**src/rtl/ps2_key_ctrl.sv**
```systemverilog
// PS/2 set-2 scan-code sequencer: decodes E0/F0 prefixes, drops typematic repeats and queues letter indices.
// Optional prefix watchdog enabled by defining KEYCTRL_TIMEOUT_EN.
module ps2_key_ctrl #(
  parameter int DEPTH       = 4,
  parameter int TIMEOUT_CYC = 1000000
) (
  input  logic                       clk,
  input  logic                       rst_l,
  input  logic                       key_rdy,
  input  logic [7:0]                 key_out,
  output logic                       letter_valid,
  output logic [4:0]                 letter,
  input  logic                       letter_ready,
  output logic [$clog2(DEPTH+1)-1:0] fifo_cnt,
  output logic                       ovf,
  input  logic                       ovf_clr,
  output logic                       timeout
);

  localparam int PW = (DEPTH > 1) ? $clog2(DEPTH) : 1;
  localparam int CW = $clog2(DEPTH + 1);

  if ((DEPTH < 2) || ((DEPTH & (DEPTH - 1)) != 0) || (TIMEOUT_CYC < 1)) begin : g_bad_param
    $error("ps2_key_ctrl: DEPTH must be a power of 2 >= 2 and TIMEOUT_CYC >= 1");
  end

  typedef enum logic [1:0] {S_IDLE, S_EXT, S_BRK, S_EXT_BRK} state_e;

  state_e          state_q, state_d;
  logic [7:0]      held_q, held_d;
  logic [PW-1:0]   rd_ptr_q, rd_ptr_d, wr_ptr_q, wr_ptr_d;
  logic [CW-1:0]   cnt_q, cnt_d;
  logic            ovf_q, ovf_d;
  logic [4:0]      mem_q [DEPTH];
  logic            push, pop, full, wr_en, expire;
  logic [5:0]      dec;

  // {is_letter, index}; 8'h00 never decodes, so it doubles as "nothing held"
  function automatic logic [5:0] decode(input logic [7:0] code);
    case (code)
      8'h1C: decode = {1'b1, 5'd0};   8'h32: decode = {1'b1, 5'd1};
      8'h21: decode = {1'b1, 5'd2};   8'h23: decode = {1'b1, 5'd3};
      8'h24: decode = {1'b1, 5'd4};   8'h2B: decode = {1'b1, 5'd5};
      8'h34: decode = {1'b1, 5'd6};   8'h33: decode = {1'b1, 5'd7};
      8'h43: decode = {1'b1, 5'd8};   8'h3B: decode = {1'b1, 5'd9};
      8'h42: decode = {1'b1, 5'd10};  8'h4B: decode = {1'b1, 5'd11};
      8'h3A: decode = {1'b1, 5'd12};  8'h31: decode = {1'b1, 5'd13};
      8'h44: decode = {1'b1, 5'd14};  8'h4D: decode = {1'b1, 5'd15};
      8'h15: decode = {1'b1, 5'd16};  8'h2D: decode = {1'b1, 5'd17};
      8'h1B: decode = {1'b1, 5'd18};  8'h2C: decode = {1'b1, 5'd19};
      8'h3C: decode = {1'b1, 5'd20};  8'h2A: decode = {1'b1, 5'd21};
      8'h1D: decode = {1'b1, 5'd22};  8'h22: decode = {1'b1, 5'd23};
      8'h35: decode = {1'b1, 5'd24};  8'h1A: decode = {1'b1, 5'd25};
      default: decode = 6'd0;
    endcase
  endfunction

  assign dec = decode(key_out);

`ifdef KEYCTRL_TIMEOUT_EN
  localparam int WD_W = (TIMEOUT_CYC > 1) ? $clog2(TIMEOUT_CYC) : 1;
  logic [WD_W-1:0] wd_q, wd_d;
  logic            timeout_q;

  always_comb begin
    wd_d   = '0;
    expire = 1'b0;
    if (!key_rdy && state_q != S_IDLE) begin
      if (wd_q == WD_W'(TIMEOUT_CYC - 1)) expire = 1'b1;
      else                                wd_d   = wd_q + WD_W'(1);
    end
  end

  always_ff @(posedge clk or negedge rst_l) begin
    if (!rst_l) begin
      wd_q      <= '0;
      timeout_q <= 1'b0;
    end else begin
      wd_q      <= wd_d;
      timeout_q <= expire;
    end
  end

  assign timeout = timeout_q;
`else
  assign expire  = 1'b0;
  assign timeout = 1'b0;
`endif

  always_comb begin
    state_d = state_q;
    held_d  = held_q;
    push    = 1'b0;
    if (key_rdy) begin
      case (state_q)
        S_IDLE: begin
          if (key_out == 8'hE0)      state_d = S_EXT;
          else if (key_out == 8'hF0) state_d = S_BRK;
          else if (dec[5] && key_out != held_q) begin
            held_d = key_out;
            push   = 1'b1;
          end
        end
        S_EXT:   state_d = (key_out == 8'hF0) ? S_EXT_BRK : S_IDLE;
        S_BRK: begin
          state_d = S_IDLE;
          if (key_out == held_q) held_d = 8'h00;
        end
        default: state_d = S_IDLE;
      endcase
    end else if (expire) begin
      state_d = S_IDLE;
    end
  end

  // A full FIFO still accepts a push when the head is popped in the same cycle
  assign pop   = (cnt_q != '0) && letter_ready;
  assign full  = (cnt_q == CW'(DEPTH));
  assign wr_en = push && (!full || pop);

  always_comb begin
    rd_ptr_d = pop   ? rd_ptr_q + PW'(1) : rd_ptr_q;
    wr_ptr_d = wr_en ? wr_ptr_q + PW'(1) : wr_ptr_q;
    cnt_d    = cnt_q;
    if (wr_en && !pop)      cnt_d = cnt_q + CW'(1);
    else if (!wr_en && pop) cnt_d = cnt_q - CW'(1);
    ovf_d = ovf_q;
    if (push && full && !pop) ovf_d = 1'b1;
    else if (ovf_clr)         ovf_d = 1'b0;
  end

  always_ff @(posedge clk or negedge rst_l) begin
    if (!rst_l) begin
      state_q  <= S_IDLE;
      held_q   <= 8'h00;
      rd_ptr_q <= '0;
      wr_ptr_q <= '0;
      cnt_q    <= '0;
      ovf_q    <= 1'b0;
    end else begin
      state_q  <= state_d;
      held_q   <= held_d;
      rd_ptr_q <= rd_ptr_d;
      wr_ptr_q <= wr_ptr_d;
      cnt_q    <= cnt_d;
      ovf_q    <= ovf_d;
    end
  end

  for (genvar gi = 0; gi < DEPTH; gi++) begin : g_mem
    always_ff @(posedge clk or negedge rst_l) begin
      if (!rst_l)                                mem_q[gi] <= 5'd0;
      else if (wr_en && wr_ptr_q == PW'(gi))     mem_q[gi] <= dec[4:0];
    end
  end

  assign letter_valid = (cnt_q != '0);
  assign letter       = mem_q[rd_ptr_q];
  assign fifo_cnt     = cnt_q;
  assign ovf          = ovf_q;

endmodule

```
**config.mk**
```make
export PLATFORM = sky130hd
export DESIGN_NAME = ps2_key_ctrl
export DESIGN_NICKNAME = d
export VERILOG_FILES = /design/src/rtl/ps2_key_ctrl.sv
export SDC_FILE = /design/constraint.sdc
export NUM_CORES = 1
export LEC_CHECK = 0
export ABC_AREA = 1
export CAP_MARGIN = 15
export CORE_ASPECT_RATIO = 1.2
export CORE_UTILIZATION = 59
export CTS_CLUSTER_SIZE = 14
export DETAILED_ROUTE_END_ITERATION = 6
export GPL_ROUTABILITY_DRIVEN = 0
export GPL_TIMING_DRIVEN = 0
export PLACE_DENSITY = 0.82
export SLEW_MARGIN = 30
export SYNTH_ARGS = -nofsm -noshare
export SYNTH_HDL_FRONTEND = slang
export SYNTH_SLANG_ARGS = --single-unit
```
**constraint.sdc**
```tcl
create_clock -name clk -period 3.5 [get_ports clk]
set_input_delay 0.525 -clock clk [delete_from_list [all_inputs] [get_ports clk]]
set_output_delay 0.525 -clock clk [all_outputs]
set_load 0.02 [all_outputs]
```
# After elaboration in Yosys (flattened, before gate mapping)
# Memory sizes are Yosys's and may differ from the RTL's.
# Cells that the tools add are included.
# classes
add_sub_neg,4
order_cmp,1
eq_ne,15
mux,22
n_bitwise,1
reduce_logical,23
# op_table
op,count
8-bit 2-to-1 mux,4
8-bit == test (second input constant),2
8-bit one-hot mux with 2 select lines,1
1-bit logical AND,11
5-bit binary-select mux with 2-bit select,1
5-bit 2-to-1 mux,2
8-bit == test,1
2-bit inequality test (second input constant),4
8-bit inequality test,1
1-bit 2-to-1 mux,7
2-bit == test (second input constant),3
2-bit 2-to-1 mux,3
3-bit 2-to-1 mux,2
6-bit 2-to-1 mux,1
6-bit AND reduction,1
2-bit nonzero test,3
2-bit by 1-bit adder with 2-bit output (second input constant),2
2-bit by 1-bit == test with 1-bit output (second input constant),2
2-bit zero test,2
2-bit one-hot mux with 2 select lines,1
3-bit by 1-bit adder with 3-bit output (second input constant),1
3-bit == test (second input constant),1
3-bit >= comparator (second input constant),1
1-bit zero test,3
other kinds (6),6
# word_totals
reg_bits,38
mem_bits_ro,768
in_bits,13
out_inout_bits,11
elab_cells,77
memories,1
# memory_table
name,depth,word_bits,rd,rd_clocked_by_memory_dff,wr,line,rtl
(name not given),128,6,1,0,0,40,case (code)

# Longest topological paths before layout
# An unclocked memory read counts as a cell.
# logic_depth
depth_word,13
ltp_mapped,18
ltp_nobuf,17

# Worst setup path after synthesis
# Ideal clock, no wire load.
# synth_timing
kind,input-to-reg
start,in key_out[2]
end,reg cnt_q[2] (netlist: fifo_cnt[2])
setup_ns,0.131
arrival_ns,2.675
t_required_ns,3.369
slack_ns,0.694
stages,17
path_buffers,2
path_cell_list,buf_4 inv_2 ha_1 nand2_1 nand3_1 nand2_1 nand3_1 nand2_2 nand3_4 nor2_4 buf_6 ha_1 inv_1 fa_1 a21oi_1 o21ai_0 xor2_1
# synth_between
elab_chain_len,12
word_cells_on_any_way,17
cone_classes,3 x eq/ne; 7 x mux; 6 x reduce/logical; 1 x memory
# synth_lines
element,line,rtl
from (decl),10,"input logic [7:0] key_out,"
memory read 128 x 6 bit,--,
6-bit 2-to-1 mux,40,
1-bit logical AND,99,else if (dec[5] && key_out != held_q) begin
1-bit 2-to-1 mux,99,
1-bit 2-to-1 mux,98,else if (key_out == 8'hF0) state_d = S_BRK;
1-bit 2-to-1 mux (*),97,if (key_out == 8'hE0) state_d = S_EXT;
1-bit 2-to-1 mux (*),95,case (state_q)
1-bit 2-to-1 mux (*),94,if (key_rdy) begin
1-bit logical AND (*),119,assign wr_en = push && (!full || pop);
net wr_en,35,"logic push, pop, full, wr_en, expire;"
1-bit zero test,126,else if (!wr_en && pop) cnt_d = cnt_q - CW'(1);
1-bit logical AND,126,
2-bit nonzero test (no line),--,
to (signal assigned),145,cnt_q <= cnt_d;
to (decl),32,"logic [CW-1:0] cnt_q, cnt_d;"
# Mark *: on every way through the listed nets, which the timed path passes. The rest lies on a longest branch.
# A chain may end at the register's enable or synchronous reset.

# Worst setup path after layout
# layout_timing
start,in key_out[1]
end,reg cnt_q[2] (netlist: fifo_cnt[2])
# The elaborated chain is that of the path after synthesis.

==> flow_summary.toml <==
[clock_tree]
cts_buffer_depth = 2
cts_tree = "done"
cts_hold_buf = 0
clk_pin_slew_ps = 80
h-tree-depth = 2
cts_setup_buffers = 0
ctsRootBufferMaster = "clkbuf_8"
cts_buffers = 5
worstSkewPairLatency_ps = 290
cts-resized-gates = 0
clock_sinks = 38

[synthesis]
ys_ff_latch = 38
syn-num-nets = 406
avgSynthCellArea_sq_um = 7.002
netlist_instances = 386
netlist_area_sq_um = 2703
synth_seq_area_share = 0.3519
synth_warnings = 0
ys_types = 35

[layout]
finish.instance_area_sq_um = 3090
post-route-util = 0.7143
drive_gt1_frac = 0.1108
nets = 434
antenna_cells = 0
area_growth_pct = 14.35
layout.cells.non_filler = 471

[worst_setup_path]
cp-start-kind = "input pin"
crit_top_cell = "nand2_2"
crit_chain = "clkdlybuf4s50_1 -> inv_2 -> nand2_1 -> nand2_2 -> nand2_2 -> nand2_2 -> nand3_2 -> a21oi_4 -> nand3_4 -> nor2_4 -> buf_6 -> ha_1 -> inv_1 -> fa_1 -> a21oi_1 -> o21ai_0 -> xor2_1"
end_kind = "flop"
path_class = "input pin to flop"
cp_slowest_cell = "clkdlybuf4s50_1"
worst-endpoint-required_ps = 3670
crit_start = "key_out[1]"
path_delay_family = "buffers and inverters"
r2r-start = "state_q[0]$_DFFE_PN0P_"
worst-path-max-fanout = 10
arrival_ps = 3320
path_buf_inv = 4
slowest_delay_ps = 490

[timing]
tightest_slew_ps = 630.3
min_period_ps = 3141
rsz0062_at_grt = "false"
tns_ps = 0
fin_hold_ws_ps = 154.1
skew_ps = 6.090
fmax_mhz = 318.3
min_period_over_period = 0.8976
maxSlewViolCount = 0
setup_ws_ps = 358.5
setup_viol = 0
hold_violations = 0
relSlewSlack = 0.5765

[global_route]
antenna_found_initial = 0
grt_start_max_net_pins = 23
grt_pass1_wl_mm = 10.25
grt_pass1_vias = 2371
grtUsageTotal = 0.2685
grt_overflow = 0

[pwr]
power_mw = 2.154
swShare = 0.4313
cellLeakagePower_nw = 1.535
switching_power_uw = 929.2
power.density_nw_per_um2 = 697.0
combPwrFrac = 0.498
peakVddDrop_mv = 0.4266
seqPwrFrac = 0.351
clockPowerShare = 0.150
internal_power_mw = 1.225

[job]
cap_violations = 0

[detailed_routing]
wire_per_inst_um = 12.63
drt_iter0_drc = 116
drtAntennaViolNets = 0
vias_per_cell = 5.333
vias = 2512
drc = 0
first_pass_iters = 4
wirelength_mm = 5.949

[worst_hold_path]
min_path_type = "input pin to async pin"

[floorplan]
die_w_um = 63.79
core_area_sq_um = 4327
ioPinCount = 24
die_area_sq_um = 4857
start_util = 0.6246
rows = 26
die_h_um = 76.14

[placed_design]
place_area_sq_um = 2995
io_buffers = 20
hpwlAfterDp_mm = 4.588
dpl_worst_slack_ps = 81.43
dp_cells = 463

[status]
outcome = "finished, final reports clean"
-- power groups by stage --
stage	clock network, mW	registers [mW]	logic [mW]
floorplan	0	0.756	0.719
global placement	0	0.754	1.04
detailed placement	0	0.765	1.07
CTS	0.333	0.755	1.08
global route	0.344	0.780	1.21
finish	0.324	0.757	1.07
-- synth_stat cells (all sizes together) --
library cell	n	area share
nand2	122	0.18
inv	56	0.078
nand3	44	0.092
dfrtp	38	0.35
a21oi	28	0.056
nor2	26	0.043
o21bai	20	0.056
o21ai	14	0.026
buf	8	0.022
ha	6	0.028
nand4	4	0.012
xor2	3	0.0097
a41oi	2	0.0065
clkbuf	2	0.0028
clkinv	2	0.0028
nor3	2	0.0079
o211ai	2	0.0056
a31oi	1	0.0023
conb	1	0.0014
fa	1	0.0074
mux2	1	0.0042
o22ai	1	0.0023
or2	1	0.0023
xnor2	1	0.0032
-- final timing paths --
path | endpoint | slack, ps | cells after the start
max | fifo_cnt[2]$_DFFE_PN0P_ | 360 | 17
min | mem_q[5]$_DFFE_PN0P_ | 150 | 1
max reg2reg | fifo_cnt[2]$_DFFE_PN0P_ | 880 | 12
min reg2reg | rd_ptr_q[1]$_DFFE_PN0P_ | 490 | 1
max in group asynchronous | wr_ptr_q[1]$_DFFE_PN0P_ | 2900 | 2
min in group clk | rd_ptr_q[1]$_DFFE_PN0P_ | 490 | 1
-- area by class of cell --
cell class	instances	area, sq um
multi-input combinational	280	1466
fill	363	1236
sequential	38	950.9
timing repair buffer	21	222.7
inverter	58	217.7
clock buffer	6	82.58
tap	56	70.07
buffer	10	67.56
clock inverter	2	12.51
-- cells in the final DEF (no fill, tap or decap), drive strengths merged --
master	instances
nand2	122
inv	56
nand3	44
dfrtp	38
a21oi	28
nor2	26
o21bai	20
clkdlybuf4s50	19
o21ai	14
buf	10
clkbuf	8
ha	6
nand4	4
xor2	3
clkinv	3
o211ai	2
a41oi	2
nor3	2
o22ai	1
a31oi	1
or2	1
mux2	1
xnor2	1
fa	1
conb	1
clkinvlp	1
-- sequential cells by signal, summed over array words and instances (netlist names) --
register,count
wr_ptr_q,2
held_q,8
mem_q,20
rd_ptr_q,2
state_q,2
fifo_cnt,3
ovf,1
-- cells by family after synthesis --
group	synth area share
other	0.001388
XOR/XNOR	0.01297
adder cells (fa/ha/maj)	0.03518
buffers and inverters	0.1056
AO/OA/AOI/OAI	0.1542
flip-flops	0.3519
AND/OR/NAND/NOR	0.3347
multiplexers	0.004166
-- layer usage --
layer | global-route usage | part of all wire
met1 | 0.3243 | 0.43
met2 | 0.4691 | 0.51
met3 | 0.04341 | 0.037
met4 | 0.1045 | 0.020
met5 | 0 | 0
No activity file was read; power rests on OpenSTA's default activity.
